[config.mk]
export PLATFORM = sky130hd
export DESIGN_NAME = photon_gate_counter
export DESIGN_NICKNAME = d
export VERILOG_FILES = /design/src/rtl/photon_gate_counter.sv
export SDC_FILE = /design/constraint.sdc
export NUM_CORES = 1
export LEC_CHECK = 0
export ABC_AREA = 1
export CORE_UTILIZATION = 51
export CTS_CLUSTER_SIZE = 30
export DETAILED_ROUTE_END_ITERATION = 10
export PLACE_DENSITY = 0.86
export SYNTH_ARGS = -nofsm -noshare
export SYNTH_HDL_FRONTEND = slang
export SYNTH_SLANG_ARGS = --single-unit
[constraint.sdc]
create_clock -name i_clk -period 1.9 [get_ports i_clk]
set_input_delay 0.285 -clock i_clk [delete_from_list [all_inputs] [get_ports i_clk]]
set_output_delay 0.285 -clock i_clk [all_outputs]
set_load 0.02 [all_outputs]
[src/rtl/photon_gate_counter.sv]
// Gated photon-pulse counter with a saturating count and LSB-first byte readout for SPI.
// Optional macro GATE_TIMER_EN ends each window after GATE_CYCLES counting cycles.
module photon_gate_counter #(
    parameter int unsigned CNT_WIDTH   = 32,
    parameter int unsigned SYNC_STAGES = 2,
    parameter int unsigned GATE_CYCLES = 1000000
) (
    input  logic                 i_clk,
    input  logic                 i_rst_n,
    input  logic                 i_start_count,
    input  logic                 i_photon_in,
    input  logic                 i_tx_next,
    output logic                 o_busy,
    output logic                 o_count_valid,
    output logic                 o_overflow,
    output logic [CNT_WIDTH-1:0] o_result,
    output logic [7:0]           o_result_byte
);

    localparam int unsigned NumBytes = CNT_WIDTH / 8;
    localparam int unsigned IdxWidth = (NumBytes > 1) ? $clog2(NumBytes) : 1;

    if ((CNT_WIDTH % 8) != 0 || CNT_WIDTH < 8 || SYNC_STAGES < 2 || GATE_CYCLES < 1)
    begin : g_param_err
        $error("photon_gate_counter: illegal parameter value");
    end

    typedef enum logic [1:0] {
        StIdle,
        StCounting,
        StDone
    } state_e;

    state_e                 r_state;
    logic [SYNC_STAGES-1:0] r_ph_sync;
    logic                   r_ph_prev;
    logic                   r_start_q;
    logic                   r_start_qq;
    logic [CNT_WIDTH-1:0]   r_cnt;
    logic                   r_flag;
    logic [CNT_WIDTH-1:0]   r_result;
    logic                   r_overflow;
    logic                   r_count_valid;
    logic                   r_busy;
    logic [IdxWidth-1:0]    r_idx;

    logic                   w_ph_rise;
    logic                   w_st_rise;
    logic [CNT_WIDTH-1:0]   w_cnt_next;
    logic                   w_flag_next;
    logic                   w_timeout;
    logic                   w_gate_end;
    logic [7:0]             w_result_byte;

    assign w_ph_rise = r_ph_sync[SYNC_STAGES-1] & ~r_ph_prev;
    assign w_st_rise = r_start_q & ~r_start_qq;

    // Counter saturates; the flag marks that all-ones was reached in this window.
    always_comb begin
        w_cnt_next = r_cnt;
        if (w_ph_rise && !(&r_cnt)) begin
            w_cnt_next = r_cnt + 1'b1;
        end
        w_flag_next = r_flag | (&w_cnt_next);
    end

`ifdef GATE_TIMER_EN
    localparam int unsigned TimerWidth = $clog2(GATE_CYCLES + 1);

    logic [TimerWidth-1:0] r_timer;

    always_ff @(posedge i_clk) begin
        if (!i_rst_n) begin
            r_timer <= '0;
        end else if (r_state != StCounting) begin
            r_timer <= '0;
        end else begin
            r_timer <= r_timer + 1'b1;
        end
    end

    assign w_timeout = (r_timer == TimerWidth'(GATE_CYCLES - 1));
`else
    assign w_timeout = 1'b0;
`endif

    assign w_gate_end = ~r_start_q | w_timeout;

    always_ff @(posedge i_clk) begin
        if (!i_rst_n) begin
            r_state       <= StIdle;
            r_ph_sync     <= '0;
            r_ph_prev     <= 1'b0;
            r_start_q     <= 1'b0;
            r_start_qq    <= 1'b0;
            r_cnt         <= '0;
            r_flag        <= 1'b0;
            r_result      <= '0;
            r_overflow    <= 1'b0;
            r_count_valid <= 1'b0;
            r_busy        <= 1'b0;
            r_idx         <= '0;
        end else begin
            r_ph_sync  <= {r_ph_sync[SYNC_STAGES-2:0], i_photon_in};
            r_ph_prev  <= r_ph_sync[SYNC_STAGES-1];
            r_start_q  <= i_start_count;
            r_start_qq <= r_start_q;

            case (r_state)
                StIdle, StDone: begin
                    if (w_st_rise) begin
                        r_state       <= StCounting;
                        r_cnt         <= '0;
                        r_flag        <= 1'b0;
                        r_count_valid <= 1'b0;
                        r_busy        <= 1'b1;
                    end else if (r_state == StDone && i_tx_next) begin
                        if (r_idx == IdxWidth'(NumBytes - 1)) begin
                            r_idx <= '0;
                        end else begin
                            r_idx <= r_idx + 1'b1;
                        end
                    end
                end
                StCounting: begin
                    r_cnt  <= w_cnt_next;
                    r_flag <= w_flag_next;
                    // The exit cycle's photon is part of the latched result.
                    if (w_gate_end) begin
                        r_state       <= StDone;
                        r_result      <= w_cnt_next;
                        r_overflow    <= w_flag_next;
                        r_idx         <= '0;
                        r_count_valid <= 1'b1;
                        r_busy        <= 1'b0;
                    end
                end
                default: r_state <= StIdle;
            endcase
        end
    end

    always_comb begin
        w_result_byte = 8'h00;
        for (int b = 0; b < NumBytes; b++) begin
            if (r_idx == IdxWidth'(b)) begin
                w_result_byte = r_result[8*b +: 8];
            end
        end
    end

    assign o_busy        = r_busy;
    assign o_count_valid = r_count_valid;
    assign o_overflow    = r_overflow;
    assign o_result      = r_result;
    assign o_result_byte = w_result_byte;

endmodule

# Word-level counts from Yosys, hierarchy flattened
# Cells that the tools add are included.
# op_classes
n_addsub	2
mul	0
n_div	0
n_lt_le_gt_ge	0
n_eq_ne	9
shifts	0
mux	22
bitwise_logic	6
reduce_logical	14
# op_table
cell	count
$mux 32	2
$pmux 32 s2	1
$reduce_and 32->1	2
$add 32x1->32 const B	1
$mux 8	4
$mux 2	6
$ne 2x2->1 const B	4
$pmux 2 s2	2
$eq 2x2->1 const B	3
$pmux 1 s2	3
$reduce_and 2->1	3
$eq 2x1->1 const B	2
$logic_not 2->1	2
$mux 1	4
$reduce_and 4->1	1
$not 1->1	3
$reduce_and 3->1	1
$add 2x1->2 const B	1
$and 1x1->1	2
$logic_and 1x1->1	2
$reduce_bool 2->1	1
$reduce_or 2->1	1
$logic_not 1->1	1
$or 1x1->1	1
# word_totals
reg_bits	77
latchBits	0
ramBits	0
romBits	0
output_inout_bits	43
word_cells	65
n_memories	0

# Logic depth before layout (Yosys ltp)
# Gate-level depths: netlist (run 1).
# depth
word_depth	7
ltp_mapped	19
mapped_depth_nobuf	19

# Worst setup path after synthesis (run 1)
# Ideal clock, no wire load.
# synth_path
path_kind	flip-flop to flip-flop
start	register r_cnt[0]
end	register r_overflow, in the netlist o_overflow
setup_time_ps	56
arrival_time_ps	2041
required_ps	1844
path_slack_ps	-197
stages_incl_launch_ff	20
path_buffers	2
synth_period_minus_slack_ps	2097
path_cell_list	dfxtp_1 ha_1 inv_1 nor2_2 nand2_2 nor2_4 nand3_2 buf_6 buf_6 nand2_2 nand2_2 nand2_1 nand2_1 nor2_1 nand3_1 nor2_1 nand2_1 nand3_1 nand2_1 inv_1
# synth_between
elab_chain_cells	6
word_cells_on_any_way	7
cone_classes	1 x add/sub; 1 x mux; 1 x bitwise; 4 x reduce/logical
# synth_lines
item	line	source
from (decl)	39	logic [CNT_WIDTH-1:0] r_cnt;
from (signal assigned)	126	r_cnt <= w_cnt_next;
parallel branches: the longest is 3 deep, another holds $add 32x1->32	-	
$mux 32 *	61	if (w_ph_rise && !(&r_cnt)) begin
$reduce_and 32->1 *	64	w_flag_next = r_flag | (&w_cnt_next);
$or 1x1->1 *	64	
to (signal assigned)	132	r_overflow <= w_flag_next;
to (decl)	42	logic r_overflow;
# Mark *: on every way between the ends.
# A chain may end at the register's enable or synchronous reset.

# Final worst setup path (run 1)
# layout_path
start	register r_cnt[13]
end	register r_overflow, in the netlist o_overflow
# The elaborated chain is that of the path after synthesis.

==> results of run 1 <==
==> layer usage <==
layer / share of wire, % / track usage (%) / wire (µm) / up-vias
li1: - / - / - / 2741
met1: 32 / 44.3 / 7360 / 3059
met2: 45 / 66.0 / 10300 / 652
met3: 13 / 10.1 / 2980 / 257
met4: 9.7 / 28.4 / 2220 / 0
met5: 0 / 0 / 0 / -
==> where the power goes <==
group / total, W / switching, W / internal, W
Sequential: 0.00165 / 0.0000240 / 0.00163
Clock: 0.00132 / 0.000779 / 0.000536
Combinational: 0.000334 / 0.000202 / 0.000133
Total: 0.00330 / 0.00100 / 0.00230
==> registers in the layout (all words and copies together), names as in the netlist, 2 cells and up <==
register	flops
o_result	32
r_cnt	32
r_idx	2
r_ph_sync	2
r_state	2
==> logic make-up (layout without fill, tap and decap cells) <==
logic type	count (synthesis)	after routing	synth area share, %
xor gates and xnor gates	5	5	0.990
and+or+nand+nor	388	388	36.3
buffers and inverters	119	339	10.7
DFF	77	77	34.8
AOI/OAI and AO/OA	132	132	15.7
adders and majority gates	5	5	1.41
==> metrics by stage <==
step,utilization (%),worst slack (ns)
finish,87.0,-0.588
global route,87.0,-1.10
CTS,80.6,-0.236
detailed placement,74.2,-0.407
global placement,74.2,-0.350
floorplan,-,0.00266
==> placed cells by master (no fill, tap or decap), drive strengths merged <==
cell type	netlist	final
a211oi	1	1
a21oi	80	80
a31oi	2	2
and2	1	1
buf	7	195
clkbuf	23	10
clkdlybuf4s50	0	39
clkinv	5	3
clkinvlp	0	1
dfxtp	77	77
ha	5	5
inv	84	91
nand2	234	234
nand3	61	61
nand3b	2	2
nand4	8	8
nor2	80	80
nor3	2	2
o211a	1	1
o211ai	7	7
o21a	1	1
o21ai	38	38
o31ai	2	2
xor2	5	5
==> final cells by class <==
type,instances,area share [%]
multi-input cells,530,40.9
well taps,105,1.82
repair buffers,234,28.0
clock buffers,10,1.91
inverters,89,4.89
clock inverters,6,0.710
flip-flops and latches,77,21.8
==> worst max-delay path by stage <==
stage,to,slack (ns),depth (start not counted)
after detailed placement,o_result_byte[1],-0.41,6
final,o_overflow,-0.59,17
after global placement,o_result_byte[1],-0.35,7
after floorplan,o_overflow,0.003,19
after global routing,o_overflow,-1.10,17
after CTS,o_overflow,-0.24,19
==> critical path, stage by stage, from the launching register on <==
cell	delay, ns
dfxtp_1	0.42
nand2_1	0.15
nor2_2	0.15
nand2_1	0.11
nor2_4	0.17
nand2_2	0.10
buf_6	0.16
nand3_1	0.09
nand2_1	0.10
inv_1	0.10
nand2_1	0.19
nor2_1	0.15
nand2_1	0.07
nor2_1	0.12
nand2_1	0.10
nand3_1	0.10
nand2_1	0.08
inv_1	0.06
==> what timing repair did <==
item                                    4_1_cts  5_1_grt
endpoints found under the setup margin       15       53
cloned                                        2        0
setup buffers                                11       18
pin swaps                                    30       63
gates resized for setup                     127      131
==> impl_metrics.prom, run 1 <==
# TYPE chip_impl_metric gauge
chip_impl_metric{name="synth_edf_count",unit=""} 0
chip_impl_metric{name="r2r_worst_path_depth",unit=""} 17
chip_impl_metric{name="maxClockFrequency",unit="MHz"} 402
chip_impl_metric{name="route.vias.total",unit=""} 6709
chip_impl_metric{name="instances_no_fill",unit=""} 1051
chip_impl_metric{name="postPlaceCellArea",unit="µm²"} 6160
chip_impl_info{name="cells_taking_the_most_area_after_synthesis",value="dfxtp_1 (35%), nand2_1 (20%), a21oi_1 (9.0%)"} 1
chip_impl_info{name="cts-root-buf",value="clkbuf_8"} 1
chip_impl_metric{name="min_path_cells",unit=""} 2
chip_impl_metric{name="peakVddDrop",unit="µV"} 383
chip_impl_info{name="synth.largest_area_cell",value="dfxtp_1"} 1
chip_impl_metric{name="final.hold.worst_slack",unit="ns"} 0.502
chip_impl_metric{name="cts_num_sinks",unit=""} 77
chip_impl_metric{name="maxCapViolations",unit=""} 0
chip_impl_metric{name="fp.dieH",unit="µm"} 95.1
chip_impl_metric{name="design_area",unit="µm²"} 7220
chip_impl_metric{name="mappedNetlistArea",unit="µm²"} 4420
chip_impl_info{name="ys_top_cells_by_count",value="nand2_1 (230), inv_1 (84), a21oi_1 (80)"} 1
chip_impl_metric{name="arrival",unit="ns"} 2.81
chip_impl_info{name="status",value="finished, violations left"} 1
chip_impl_info{name="cts_tree",value="yes"} 1
chip_impl_metric{name="timing.critical_path.fanout_max",unit=""} 10
chip_impl_info{name="hold_path_startpoint",value="r_cnt[6]"} 1
chip_impl_metric{name="num_antenna_cells",unit=""} 0
chip_impl_metric{name="largest_net_degree_at_the_start_of_global_routing",unit=""} 61
chip_impl_metric{name="dp.cells",unit=""} 1007
chip_impl_info{name="critical_path.startpoint_type",value="flop"} 1
chip_impl_metric{name="worstSkewPairLatency",unit="ns"} 0.39
chip_impl_metric{name="final_layout_size_suffix_gt1_share",unit="%"} 38.3
chip_impl_metric{name="die_area",unit="µm²"} 9050
chip_impl_metric{name="port_buffers",unit=""} 47
chip_impl_metric{name="antenna_left",unit=""} 0
chip_impl_metric{name="yosysWarningCount",unit=""} 0
chip_impl_metric{name="finClkSkew",unit="ns"} 0.0298
chip_impl_metric{name="setup_viol_count_final",unit=""} 38
chip_impl_metric{name="synth.ff_latch_count",unit=""} 77
chip_impl_info{name="startpoint",value="r_cnt[13]"} 1
chip_impl_metric{name="wire_length_of_the_first_global_routing_pass",unit="µm"} 27600
chip_impl_info{name="synth_top_flop_cell",value="dfxtp_1"} 1
chip_impl_metric{name="multi_input_area",unit="µm²"} 2960
chip_impl_metric{name="post_synth_inst_count",unit=""} 726
chip_impl_metric{name="timing_worst_slew_pin_value",unit="ns"} 0.488
chip_impl_metric{name="worstPathRequired",unit="ns"} 2.22
chip_impl_info{name="synth_most_common_cell",value="nand2_1"} 1
chip_impl_metric{name="final.setup.tns",unit="ns"} -5.81
chip_impl_metric{name="length_of_the_first_detailed_routing_pass_in_iterations",unit=""} 10
chip_impl_metric{name="final_nets",unit=""} 951
chip_impl_metric{name="floorplan.die.width",unit="µm"} 95.1
chip_impl_metric{name="gr-total-overflow",unit=""} 0
chip_impl_metric{name="power.leakage",unit="nW"} 3.07
chip_impl_metric{name="syn-mean-instance-area",unit="µm²"} 6.09
chip_impl_metric{name="sequential_to_total_area_share_from_yosys_stat",unit="%"} 34.8
chip_impl_info{name="class_of_the_most_critical_hold_timing_path",value="flop to flop"} 1
chip_impl_metric{name="post-route-worst-setup-slack",unit="ns"} -0.588
chip_impl_info{name="r2r-end",value="o_overflow"} 1
chip_impl_metric{name="ctsLongestPathBuffers",unit=""} 2
chip_impl_metric{name="setup_slack_on_the_worst_flop_to_flop_path",unit="ns"} -0.59
chip_impl_metric{name="final_max_slew_violation_count",unit=""} 0
chip_impl_metric{name="tritoncts.num_buffers",unit=""} 9
chip_impl_metric{name="route.detailed.drc",unit=""} 0
chip_impl_info{name="timing.critical_path.to_type",value="flop"} 1
chip_impl_metric{name="globalRouteTotalUtil",unit="%"} 39.8
chip_impl_metric{name="initial_standard_cell_utilization_of_the_core",unit="%"} 53.3
chip_impl_metric{name="cellPowerDensity",unit="nW/µm²"} 457
chip_impl_info{name="violated_checks",value="negative setup slack"} 1
chip_impl_metric{name="drt-vias-per-instance",unit=""} 6.38
chip_impl_metric{name="detailed_place_hpwl",unit="µm"} 11600
chip_impl_metric{name="nFillCells",unit=""} 385
chip_impl_metric{name="synth_fp_nets",unit=""} 736
chip_impl_metric{name="synth.top_cell.area_share",unit="%"} 34.8
chip_impl_metric{name="finalHoldViolations",unit=""} 0
chip_impl_metric{name="post_drt_wl_per_cell",unit="µm"} 21.7
chip_impl_metric{name="timing.final.crit_share",unit="%"} 131
chip_impl_metric{name="first_global_vias",unit=""} 5732
chip_impl_info{name="min_to",value="r_cnt[6]"} 1
chip_impl_metric{name="ctsHtreeMaxLevel",unit=""} 3
chip_impl_info{name="ws_path_type",value="flop to flop"} 1
chip_impl_metric{name="io_pins",unit=""} 48
chip_impl_metric{name="place.gp.congestion",unit=""} 0.983
chip_impl_metric{name="ys_types",unit=""} 29
chip_impl_metric{name="totalPowerFinal",unit="W"} 0.00330
chip_impl_metric{name="detail_route.wirelength",unit="µm"} 22800
chip_impl_metric{name="core",unit="µm²"} 8300
chip_impl_metric{name="area.sequential",unit="µm²"} 1570
chip_impl_metric{name="area_growth_syn_to_layout",unit="%"} 63.2
chip_impl_metric{name="synth_async_sr_flop_share",unit="%"} 0
chip_impl_metric{name="drt-initial-drc-count",unit=""} 1082
chip_impl_info{name="worstReg2RegStart",value="r_cnt[13]"} 1
chip_impl_metric{name="ctsHoldBuffers",unit=""} 0
chip_impl_metric{name="antenna_found_initial",unit=""} 0
chip_impl_metric{name="rows",unit=""} 33
chip_impl_metric{name="path_clk_slew",unit="ns"} 0.09
chip_impl_metric{name="final_period_minus_worst_setup_slack",unit="ns"} 2.49
chip_impl_metric{name="slew_headroom",unit="%"} 67.5
chip_impl_info{name="setup_repair_after_global_routing_missed_its_margin",value="yes"} 1
No activity file was read; power rests on OpenSTA's default activity.
==> run 2: changes to the inputs <==
--- a/config.mk
+++ b/config.mk
@@ -10,6 +10,7 @@
 export CTS_CLUSTER_SIZE = 30
 export DETAILED_ROUTE_END_ITERATION = 10
 export PLACE_DENSITY = 0.86
+export SETUP_SLACK_MARGIN = 0.05
 export SYNTH_ARGS = -nofsm -noshare
 export SYNTH_HDL_FRONTEND = slang
 export SYNTH_SLANG_ARGS = --single-unit
==> impl_metrics.prom, run 2 <==
# TYPE chip_impl_metric gauge
chip_impl_info{name="status",value="did not finish"} 1
chip_impl_info{name="haltStage",value="5_1_grt"} 1
chip_impl_info{name="flow.first_error",value="[ERROR GRT-0232] Routing congestion too high. Check the congestion heatmap in the GUI."} 1
chip_impl_metric{name="tritoncts.num_buffers",unit=""} 9
chip_impl_metric{name="floorplan.die.width",unit="µm"} 95.1
chip_impl_metric{name="place.gp.congestion",unit=""} 0.981
chip_impl_metric{name="syn-mean-instance-area",unit="µm²"} 6.09
chip_impl_info{name="cells_taking_the_most_area_after_synthesis",value="dfxtp_1 (35%), nand2_1 (20%), a21oi_1 (9.0%)"} 1
chip_impl_metric{name="synth.ff_latch_count",unit=""} 77
chip_impl_metric{name="detailed_place_hpwl",unit="µm"} 11500
chip_impl_metric{name="synth.top_cell.area_share",unit="%"} 34.8
chip_impl_info{name="crit_endpoint",value="o_overflow$_SDFFE_PN0P_/D"} 1
chip_impl_metric{name="ctsHtreeMaxLevel",unit=""} 3
chip_impl_metric{name="rows",unit=""} 33
chip_impl_metric{name="initial_standard_cell_utilization_of_the_core",unit="%"} 53.3
chip_impl_metric{name="synth_async_sr_flop_share",unit="%"} 0
chip_impl_metric{name="synth_fp_nets",unit=""} 736
chip_impl_info{name="ys_top_cells_by_count",value="nand2_1 (230), inv_1 (84), a21oi_1 (80)"} 1
chip_impl_metric{name="largest_net_degree_at_the_start_of_global_routing",unit=""} 61
chip_impl_metric{name="ctsLongestPathBuffers",unit=""} 2
chip_impl_metric{name="io_pins",unit=""} 48
chip_impl_metric{name="ys_types",unit=""} 29
chip_impl_info{name="synth_most_common_cell",value="nand2_1"} 1
chip_impl_metric{name="globalRouteTotalUtil",unit="%"} 86.3
chip_impl_metric{name="mappedNetlistArea",unit="µm²"} 4420
chip_impl_metric{name="cts_num_sinks",unit=""} 77
chip_impl_info{name="synth_top_flop_cell",value="dfxtp_1"} 1
chip_impl_info{name="cts-root-buf",value="clkbuf_8"} 1
chip_impl_metric{name="sequential_to_total_area_share_from_yosys_stat",unit="%"} 34.8
chip_impl_info{name="timing.repair.worst_endpoint_type",value="register data pin"} 1
chip_impl_metric{name="fp.dieH",unit="µm"} 95.1
chip_impl_metric{name="gr-total-overflow",unit=""} 393
chip_impl_metric{name="port_buffers",unit=""} 47
chip_impl_metric{name="ctsHoldBuffers",unit=""} 0
chip_impl_info{name="synth.largest_area_cell",value="dfxtp_1"} 1
chip_impl_metric{name="yosysWarningCount",unit=""} 0
chip_impl_metric{name="post_synth_inst_count",unit=""} 726
chip_impl_metric{name="synth_edf_count",unit=""} 0
## run 2: cell counts after synthesis
Identical to the previous run, type by type.
## run 2: stage by stage
| step | setup slack, ns | instance area, µm² | TNS (ns) | std cells | util (%) |
|---|---|---|---|---|---|
| CTS | -0.304 | 7000 | -1.82 | 1044 | 84.3 |
| detailed placement | -0.396 | 6000 | -3.06 | 987 | 72.3 |
| floorplan | 0.0435 | 4480 | 0 | 726 | - |
| global placement | -0.299 | 6000 | -2.36 | 987 | 72.3 |
## run 2: what timing repair did
item | CTS
resized for setup | 172
pin swaps | 36
cloned | 3
endpoints found under the setup margin | 25
buffers inserted | 40
## run 2: cell families after synthesis
family / share of synthesized area, %
AND/OR/NAND/NOR: 36.3
AO/OA/AOI/OAI: 15.7
buffers and inverters: 10.7
flip-flops: 34.8
XOR/XNOR: 0.990
adder cells (fa/ha/maj): 1.41
## run 2: per-layer routing
| layer | GRT overflow | global-route usage (%) |
|---|---|---|
| met3 | 11 | 62.8 |
| met2 | 278 | 112 |
| met4 | 98 | 99.9 |
| met5 | 3 | 11.3 |
| met1 | 3 | 80.4 |
==> run 3: changes to the inputs <==
--- a/config.mk
+++ b/config.mk
@@ -6,11 +6,9 @@
 export NUM_CORES = 1
 export LEC_CHECK = 0
 export ABC_AREA = 1
-export CORE_UTILIZATION = 51
-export CTS_CLUSTER_SIZE = 30
+export CORE_UTILIZATION = 40
 export DETAILED_ROUTE_END_ITERATION = 10
-export PLACE_DENSITY = 0.86
-export SETUP_SLACK_MARGIN = 0.05
+export PLACE_DENSITY_LB_ADDON = 0.15
 export SYNTH_ARGS = -nofsm -noshare
 export SYNTH_HDL_FRONTEND = slang
 export SYNTH_SLANG_ARGS = --single-unit
==> constraint.sdc (replaced) <==
create_clock -name i_clk -period 2.5 [get_ports i_clk]
set_input_delay 0.375 -clock i_clk [delete_from_list [all_inputs] [get_ports i_clk]]
set_output_delay 0.375 -clock i_clk [all_outputs]
set_load 0.02 [all_outputs]
==> impl_metrics.prom, run 3 (same netlist as run 1, synthesis figures left out) <==
# TYPE chip_impl_metric gauge
chip_impl_info{name="ws_path_type",value="flop to output port"} 1
chip_impl_metric{name="final.hold.worst_slack",unit="ns"} 0.445
chip_impl_metric{name="drt-vias-per-instance",unit=""} 5.18
chip_impl_metric{name="core",unit="µm²"} 10800
chip_impl_info{name="min_to",value="r_ph_sync[1]"} 1
chip_impl_metric{name="clock_power_share",unit="%"} 43.3
chip_impl_metric{name="place.gp.congestion",unit=""} 0.928
chip_impl_metric{name="ctsHtreeMaxLevel",unit=""} 3
chip_impl_metric{name="power.share.sequential",unit="%"} 49.9
chip_impl_metric{name="route.detailed.drc",unit=""} 0
chip_impl_metric{name="cts_num_sinks",unit=""} 77
chip_impl_info{name="cts_tree",value="yes"} 1
chip_impl_metric{name="switching_share",unit="%"} 24.9
chip_impl_metric{name="antenna_found_initial",unit=""} 0
chip_impl_metric{name="drt-initial-drc-count",unit=""} 345
chip_impl_metric{name="path_buf_inv",unit=""} 4
chip_impl_metric{name="power.share.combinational",unit="%"} 6.8
chip_impl_metric{name="final_max_slew_violation_count",unit=""} 0
chip_impl_info{name="worstReg2RegStart",value="r_cnt[1]"} 1
chip_impl_metric{name="slew_headroom",unit="%"} 54.5
chip_impl_info{name="cts-root-buf",value="clkbuf_8"} 1
chip_impl_metric{name="timing.final.crit_share",unit="%"} 94.7
chip_impl_metric{name="fp.dieH",unit="µm"} 107
chip_impl_metric{name="power.leakage",unit="nW"} 2.13
chip_impl_info{name="top_layer_used",value="met4"} 1
chip_impl_info{name="worst_path_most_repeated_cell",value="inv_1"} 1
chip_impl_metric{name="r2r_worst_path_depth",unit=""} 16
chip_impl_metric{name="design_area",unit="µm²"} 5440
chip_impl_info{name="r2r-end",value="o_overflow"} 1
chip_impl_metric{name="setup_slack_on_the_worst_flop_to_flop_path",unit="ns"} 0.18
chip_impl_metric{name="final_nets",unit=""} 788
chip_impl_metric{name="route.vias.total",unit=""} 4785
chip_impl_metric{name="port_buffers",unit=""} 47
chip_impl_metric{name="gr-total-overflow",unit=""} 0
chip_impl_metric{name="largest_net_degree_at_the_start_of_global_routing",unit=""} 61
chip_impl_metric{name="cellPowerDensity",unit="nW/µm²"} 463
chip_impl_metric{name="area_growth_syn_to_layout",unit="%"} 22.9
chip_impl_metric{name="io_pins",unit=""} 48
chip_impl_info{name="mostFrequentLayoutCells",value="nand2_1 (228), inv_1 (83), a21oi_1 (79), dfxtp_1 (71), nor2_1 (64)"} 1
chip_impl_metric{name="num_antenna_cells",unit=""} 0
chip_impl_metric{name="timing_worst_slew_pin_value",unit="ns"} 0.682
chip_impl_metric{name="finClkSkew",unit="ns"} 0.0123
chip_impl_metric{name="maxClockFrequency",unit="MHz"} 422
chip_impl_metric{name="power_report.internal_total",unit="W"} 0.00189
chip_impl_metric{name="detailed_place_hpwl",unit="µm"} 10400
chip_impl_info{name="path_delay_family",value="buffers and inverters"} 1
chip_impl_metric{name="ctsLongestPathBuffers",unit=""} 2
chip_impl_info{name="hold_path_startpoint",value="r_ph_sync[0]"} 1
chip_impl_metric{name="met3_length",unit="µm"} 773
chip_impl_metric{name="peakVddDrop",unit="µV"} 279
chip_impl_metric{name="met2_length",unit="µm"} 6570
chip_impl_info{name="critical_path.startpoint_type",value="flop"} 1
chip_impl_metric{name="globalRouteTotalUtil",unit="%"} 25.4
chip_impl_metric{name="maxCapViolations",unit=""} 0
chip_impl_info{name="status",value="finished, final reports clean"} 1
chip_impl_metric{name="dp.cells",unit=""} 906
chip_impl_metric{name="worstPathRequired",unit="ns"} 2.12
chip_impl_info{name="timing.critical_path.to_type",value="output port"} 1
chip_impl_metric{name="final_layout_size_suffix_gt1_share",unit="%"} 10.2
chip_impl_metric{name="initial_standard_cell_utilization_of_the_core",unit="%"} 41.0
chip_impl_metric{name="post_drt_wl_per_cell",unit="µm"} 15.2
chip_impl_metric{name="final.setup.tns",unit="ns"} 0
chip_impl_metric{name="worstSkewPairLatency",unit="ns"} 0.38
chip_impl_metric{name="arrival",unit="ns"} 1.99
chip_impl_metric{name="first_global_vias",unit=""} 4413
chip_impl_metric{name="instances_no_fill",unit=""} 923
chip_impl_metric{name="detail_route.wirelength",unit="µm"} 14000
chip_impl_info{name="crit_chain",value="inv_1 > ha_2 > inv_1 > buf_4 > nand2_1 > o211ai_1 > a21oi_1 > dlygate4sd2_1"} 1
chip_impl_metric{name="totalPowerFinal",unit="W"} 0.00252
chip_impl_metric{name="timing.critical_path.fanout_max",unit=""} 10
chip_impl_metric{name="cpPeakStageDelay",unit="ns"} 0.34
chip_impl_metric{name="power.switching",unit="W"} 0.000625
chip_impl_metric{name="path_clk_slew",unit="ns"} 0.08
chip_impl_metric{name="finalHoldViolations",unit=""} 0
chip_impl_metric{name="min_path_cells",unit=""} 2
chip_impl_info{name="crit_path_max_delay_cell_type",value="dfxtp_1"} 1
chip_impl_metric{name="antenna_left",unit=""} 0
chip_impl_metric{name="postPlaceCellArea",unit="µm²"} 5140
chip_impl_metric{name="setup_viol_count_final",unit=""} 0
chip_impl_metric{name="wl_met1",unit="µm"} 6360
chip_impl_metric{name="die_area",unit="µm²"} 11500
chip_impl_metric{name="tritoncts.num_buffers",unit=""} 9
chip_impl_metric{name="ctsHoldBuffers",unit=""} 0
chip_impl_metric{name="floorplan.die.width",unit="µm"} 107
chip_impl_info{name="class_of_the_most_critical_hold_timing_path",value="flop to flop"} 1
chip_impl_info{name="final_common_cell",value="nand2_1"} 1
chip_impl_metric{name="rows",unit=""} 38
chip_impl_metric{name="length_of_the_first_detailed_routing_pass_in_iterations",unit=""} 5
chip_impl_metric{name="final_period_minus_worst_setup_slack",unit="ns"} 2.37
chip_impl_metric{name="wire_length_of_the_first_global_routing_pass",unit="µm"} 22300
run 3: worst max-delay path by stage:
stage	from	end	slack (ns)	depth (start not counted)
after detailed placement	r_idx[1]	o_result_byte[1]	0.02	6
after floorplan	r_cnt[0]	o_overflow	0.40	19
after global routing	r_cnt[0]	o_overflow	-0.003	18
final	r_idx[1]	o_result_byte[3]	0.13	8
after CTS	r_idx[1]	o_result_byte[1]	0.12	6
after global placement	r_idx[1]	o_result_byte[1]	0.03	6
run 3: tightest hold or removal path: cells and delay by family (launching register included):
kind | cells | cell delay (ns)
buffers and inverters | 1 | 0.04
flip-flops | 1 | 0.31
AND/OR/NAND/NOR | 1 | 0.06
run 3: area by class of cell:
cell class,count,area [µm²]
fill,1115,5350
multi-input combinational,530,2490
sequential,77,1550
timing repair buffer,71,662
inverter,89,334
tap,140,175
clock buffer,10,138
clock inverter,6,86.3
run 3: power by group through the flow:
| stage | Sequential (W) | Clock [W] | Combinational (W) |
|---|---|---|---|
| floorplan | 0.00129 | 0 | 0.0000857 |
| global placement | 0.00128 | 0 | 0.000171 |
| detailed placement | 0.00128 | 0 | 0.000172 |
| CTS | 0.00126 | 0.00111 | 0.000171 |
| global route | 0.00126 | 0.00116 | 0.000186 |
| finish | 0.00126 | 0.00109 | 0.000170 |
run 3: stage by stage:
stage                     utilization [%]  setup WS, ns
after floorplan                         -         0.403
after global placement               47.6        0.0271
after detailed placement             47.6        0.0234
after CTS                            49.8         0.122
after global routing                 50.4      -0.00313
final                                50.4         0.132
run 3: metal layers:
metal / vias up / GRT usage [%]
met2: 138 / 41.5
met3: 26 / 5.11
met1: 2206 / 32.3
met4: 0 / 10.6
met5: - / 0
li1: 2415 / -
run 3: repair_timing:
item | 4_1_cts | 5_1_grt
buffers inserted | 0 | 1
setup endpoints to repair | 8 | 4
gates resized for setup | 14 | 30
endpoints found under the hold margin | 0 | 0
pin swaps | 0 | 1
==> run 4: changes to the inputs <==
--- a/config.mk
+++ b/config.mk
@@ -6,9 +6,10 @@
 export NUM_CORES = 1
 export LEC_CHECK = 0
 export ABC_AREA = 1
+export ABC_CLOCK_PERIOD_IN_PS = 2500
 export CORE_UTILIZATION = 40
 export DETAILED_ROUTE_END_ITERATION = 10
-export PLACE_DENSITY_LB_ADDON = 0.15
+export PLACE_DENSITY_LB_ADDON = 0.3
 export SYNTH_ARGS = -nofsm -noshare
 export SYNTH_HDL_FRONTEND = slang
 export SYNTH_SLANG_ARGS = --single-unit
==> impl_metrics.prom, run 4 (same netlist as run 1, synthesis figures left out) <==
# TYPE chip_impl_metric gauge
chip_impl_metric{name="initial_standard_cell_utilization_of_the_core",unit="%"} 41.0
chip_impl_metric{name="worstSkewPairLatency",unit="ns"} 0.37
chip_impl_metric{name="path_buf_inv",unit=""} 3
chip_impl_metric{name="instances_no_fill",unit=""} 921
chip_impl_metric{name="finalHoldViolations",unit=""} 0
chip_impl_metric{name="length_of_the_first_detailed_routing_pass_in_iterations",unit=""} 5
chip_impl_metric{name="setup_slack_on_the_worst_flop_to_flop_path",unit="ns"} 0.20
chip_impl_metric{name="wl_met1",unit="µm"} 6010
chip_impl_info{name="top_layer_used",value="met4"} 1
chip_impl_metric{name="route.vias.total",unit=""} 4731
chip_impl_metric{name="final_layout_size_suffix_gt1_share",unit="%"} 8.19
chip_impl_metric{name="route.detailed.drc",unit=""} 0
chip_impl_metric{name="design_area",unit="µm²"} 5340
chip_impl_metric{name="ctsHtreeMaxLevel",unit=""} 3
chip_impl_info{name="worstReg2RegStart",value="r_cnt[1]"} 1
chip_impl_metric{name="die_area",unit="µm²"} 11500
chip_impl_metric{name="finClkSkew",unit="ns"} 0.00888
chip_impl_metric{name="maxCapViolations",unit=""} 0
chip_impl_info{name="setup.worst_path.end",value="o_result_byte[2]"} 1
chip_impl_metric{name="ctsLongestPathBuffers",unit=""} 2
chip_impl_metric{name="drt-initial-drc-count",unit=""} 351
chip_impl_info{name="class_of_the_most_critical_hold_timing_path",value="flop to flop"} 1
chip_impl_info{name="final_common_cell",value="nand2_1"} 1
chip_impl_metric{name="final_max_slew_violation_count",unit=""} 0
chip_impl_metric{name="area.sequential",unit="µm²"} 1540
chip_impl_metric{name="multi_input_area",unit="µm²"} 2460
chip_impl_metric{name="core",unit="µm²"} 10800
chip_impl_metric{name="antenna_left",unit=""} 0
chip_impl_info{name="cts-root-buf",value="clkbuf_8"} 1
chip_impl_metric{name="met2_length",unit="µm"} 6260
chip_impl_metric{name="postPlaceCellArea",unit="µm²"} 5100
chip_impl_metric{name="place.gp.congestion",unit=""} 0.895
chip_impl_info{name="setup_repair_after_global_routing_missed_its_margin",value="yes"} 1
chip_impl_metric{name="final_nets",unit=""} 786
chip_impl_metric{name="area_growth_syn_to_layout",unit="%"} 20.8
chip_impl_info{name="crit_path_max_delay_cell_type",value="dlygate4sd2_1"} 1
chip_impl_metric{name="fp.dieH",unit="µm"} 107
chip_impl_info{name="startpoint",value="r_idx[0]"} 1
chip_impl_metric{name="crit_cells",unit=""} 8
chip_impl_info{name="critical_path.startpoint_type",value="flop"} 1
chip_impl_metric{name="globalRouteTotalUtil",unit="%"} 25.2
chip_impl_metric{name="r2r_worst_path_depth",unit=""} 18
chip_impl_metric{name="power.leakage",unit="nW"} 2.11
chip_impl_metric{name="tritoncts.num_buffers",unit=""} 9
chip_impl_metric{name="dp.cells",unit=""} 905
chip_impl_metric{name="port_buffers",unit=""} 47
chip_impl_metric{name="timing_worst_slew_pin_value",unit="ns"} 0.522
chip_impl_metric{name="nFillCells",unit=""} 1133
chip_impl_metric{name="maxClockFrequency",unit="MHz"} 424
chip_impl_metric{name="timing.final.crit_share",unit="%"} 94.4
chip_impl_metric{name="peakVddDrop",unit="µV"} 356
chip_impl_metric{name="num_antenna_cells",unit=""} 0
chip_impl_info{name="mostFrequentLayoutCells",value="nand2_1 (229), inv_1 (83), a21oi_1 (80), dfxtp_1 (75), nor2_1 (70)"} 1
chip_impl_metric{name="cpPeakStageDelay",unit="ns"} 0.36
chip_impl_metric{name="path_clk_slew",unit="ns"} 0.08
chip_impl_metric{name="gr-total-overflow",unit=""} 0
chip_impl_info{name="r2r-end",value="o_overflow"} 1
chip_impl_metric{name="io_pins",unit=""} 48
chip_impl_metric{name="detailed_place_hpwl",unit="µm"} 10100
chip_impl_metric{name="detail_route.wirelength",unit="µm"} 13500
chip_impl_info{name="ws_path_type",value="flop to output port"} 1
chip_impl_metric{name="met3_length",unit="µm"} 898
chip_impl_metric{name="floorplan.die.width",unit="µm"} 107
chip_impl_info{name="crit_chain",value="inv_1 > ha_1 > buf_4 > nand3_1 > nand2_1 > o21ai_0 > o21ai_0 > dlygate4sd2_1"} 1
chip_impl_metric{name="cellPowerDensity",unit="nW/µm²"} 456
chip_impl_metric{name="arrival",unit="ns"} 1.99
chip_impl_metric{name="largest_net_degree_at_the_start_of_global_routing",unit=""} 61
chip_impl_metric{name="rows",unit=""} 38
chip_impl_metric{name="final.setup.tns",unit="ns"} 0
chip_impl_metric{name="wire_length_of_the_first_global_routing_pass",unit="µm"} 22100
chip_impl_metric{name="postCtsSetupBuffers",unit=""} 0
chip_impl_metric{name="worstPathRequired",unit="ns"} 2.12
chip_impl_metric{name="drt-vias-per-instance",unit=""} 5.14
chip_impl_metric{name="first_global_vias",unit=""} 4386
chip_impl_metric{name="post_drt_wl_per_cell",unit="µm"} 14.6
chip_impl_info{name="timing.critical_path.to_type",value="output port"} 1
chip_impl_metric{name="final_period_minus_worst_setup_slack",unit="ns"} 2.36
chip_impl_metric{name="setup_viol_count_final",unit=""} 0
chip_impl_metric{name="cts_num_sinks",unit=""} 77
chip_impl_info{name="status",value="finished, final reports clean"} 1
chip_impl_info{name="cts_tree",value="yes"} 1
chip_impl_metric{name="slew_headroom",unit="%"} 65.2
chip_impl_info{name="path_delay_family",value="buffers and inverters"} 1
chip_impl_info{name="worst_path_most_repeated_cell",value="o21ai_0"} 1
chip_impl_metric{name="timing.critical_path.fanout_max",unit=""} 6
chip_impl_metric{name="antenna_found_initial",unit=""} 0
## run 4: cell types whose count changed in the layout (fill, tap and decap cells not counted), moves of 2 or more
| cell | delta |
|---|---|
| buf_12 | -2 |
| nor2_2 | -7 |
| dfxtp_1 | +4 |
| clkbuf_8 | +2 |
| dfxtp_2 | -4 |
| nor2_1 | +6 |
## run 4: metrics by stage
stage               hold slack [ns]  total power, W  util, %  worst slack (ns)
global placement              0.413         0.00145     47.3            0.0787
global route                  0.458         0.00252     49.5           -0.0879
finish                        0.425         0.00243     49.5             0.139
CTS                           0.431         0.00246     49.2           0.00197
detailed placement            0.410         0.00145     47.3            0.0698
floorplan                     0.390         0.00138        -             0.403
## run 4: how the worst min path moves through the flow
stage / start / end / slack [ns] / depth (start not counted)
after floorplan: r_ph_sync[0] / r_ph_sync[1] / 0.39 / 2
after global routing: r_ph_sync[0] / r_ph_sync[1] / 0.46 / 2
final: r_ph_sync[0] / r_ph_sync[1] / 0.43 / 2
after detailed placement: r_ph_sync[0] / r_ph_sync[1] / 0.41 / 2
after global placement: r_ph_sync[0] / r_ph_sync[1] / 0.41 / 2
after CTS: r_ph_sync[0] / r_ph_sync[1] / 0.43 / 2
## run 4: repair_timing
action                                  in CTS  in global routing
resized for setup                           13                 13
endpoints found under the hold margin        0                  0
hold buffers                                 0                  0
endpoints found under the setup margin       8                  8
## run 4: final cells by class
cell class / count / share of cell area, %
inverters: 89 / 6.25
repair buffers: 69 / 11.6
clock buffers: 12 / 3.09
flip-flops and latches: 77 / 28.9
well taps: 140 / 3.28
clock inverters: 4 / 0.843
multi-input cells: 530 / 46.0
## run 4: metal layers
layer / vias up / track usage (%)
li1: 2410 / -
met1: 2152 / 31.9
met2: 148 / 41.6
met3: 21 / 6.14
met4: 0 / 8.71
met5: - / 0
## run 4: worst register-to-register path, cell delays in order, from the launching register on
cell and delay (ns):
dfxtp_1 0.35, ha_1 0.16, inv_1 0.06, nor2_2 0.18, nand2_2 0.11, nor2_4 0.15, nand2_1 0.10, buf_4 0.19
nand3_1 0.09, nand2_1 0.10, inv_1 0.09, nand2_1 0.06, nor2_1 0.11, nand2_1 0.11, nor2_2 0.15, nand2_1 0.09
nand3_1 0.07, nand2_1 0.05, inv_1 0.04
## run 4: report_power, final
| part | internal (W) | switching, W |
|---|---|---|
| registers | 0.00124 | 0.0000143 |
| logic | 0.0000574 | 0.000110 |
| clock network | 0.000538 | 0.000474 |
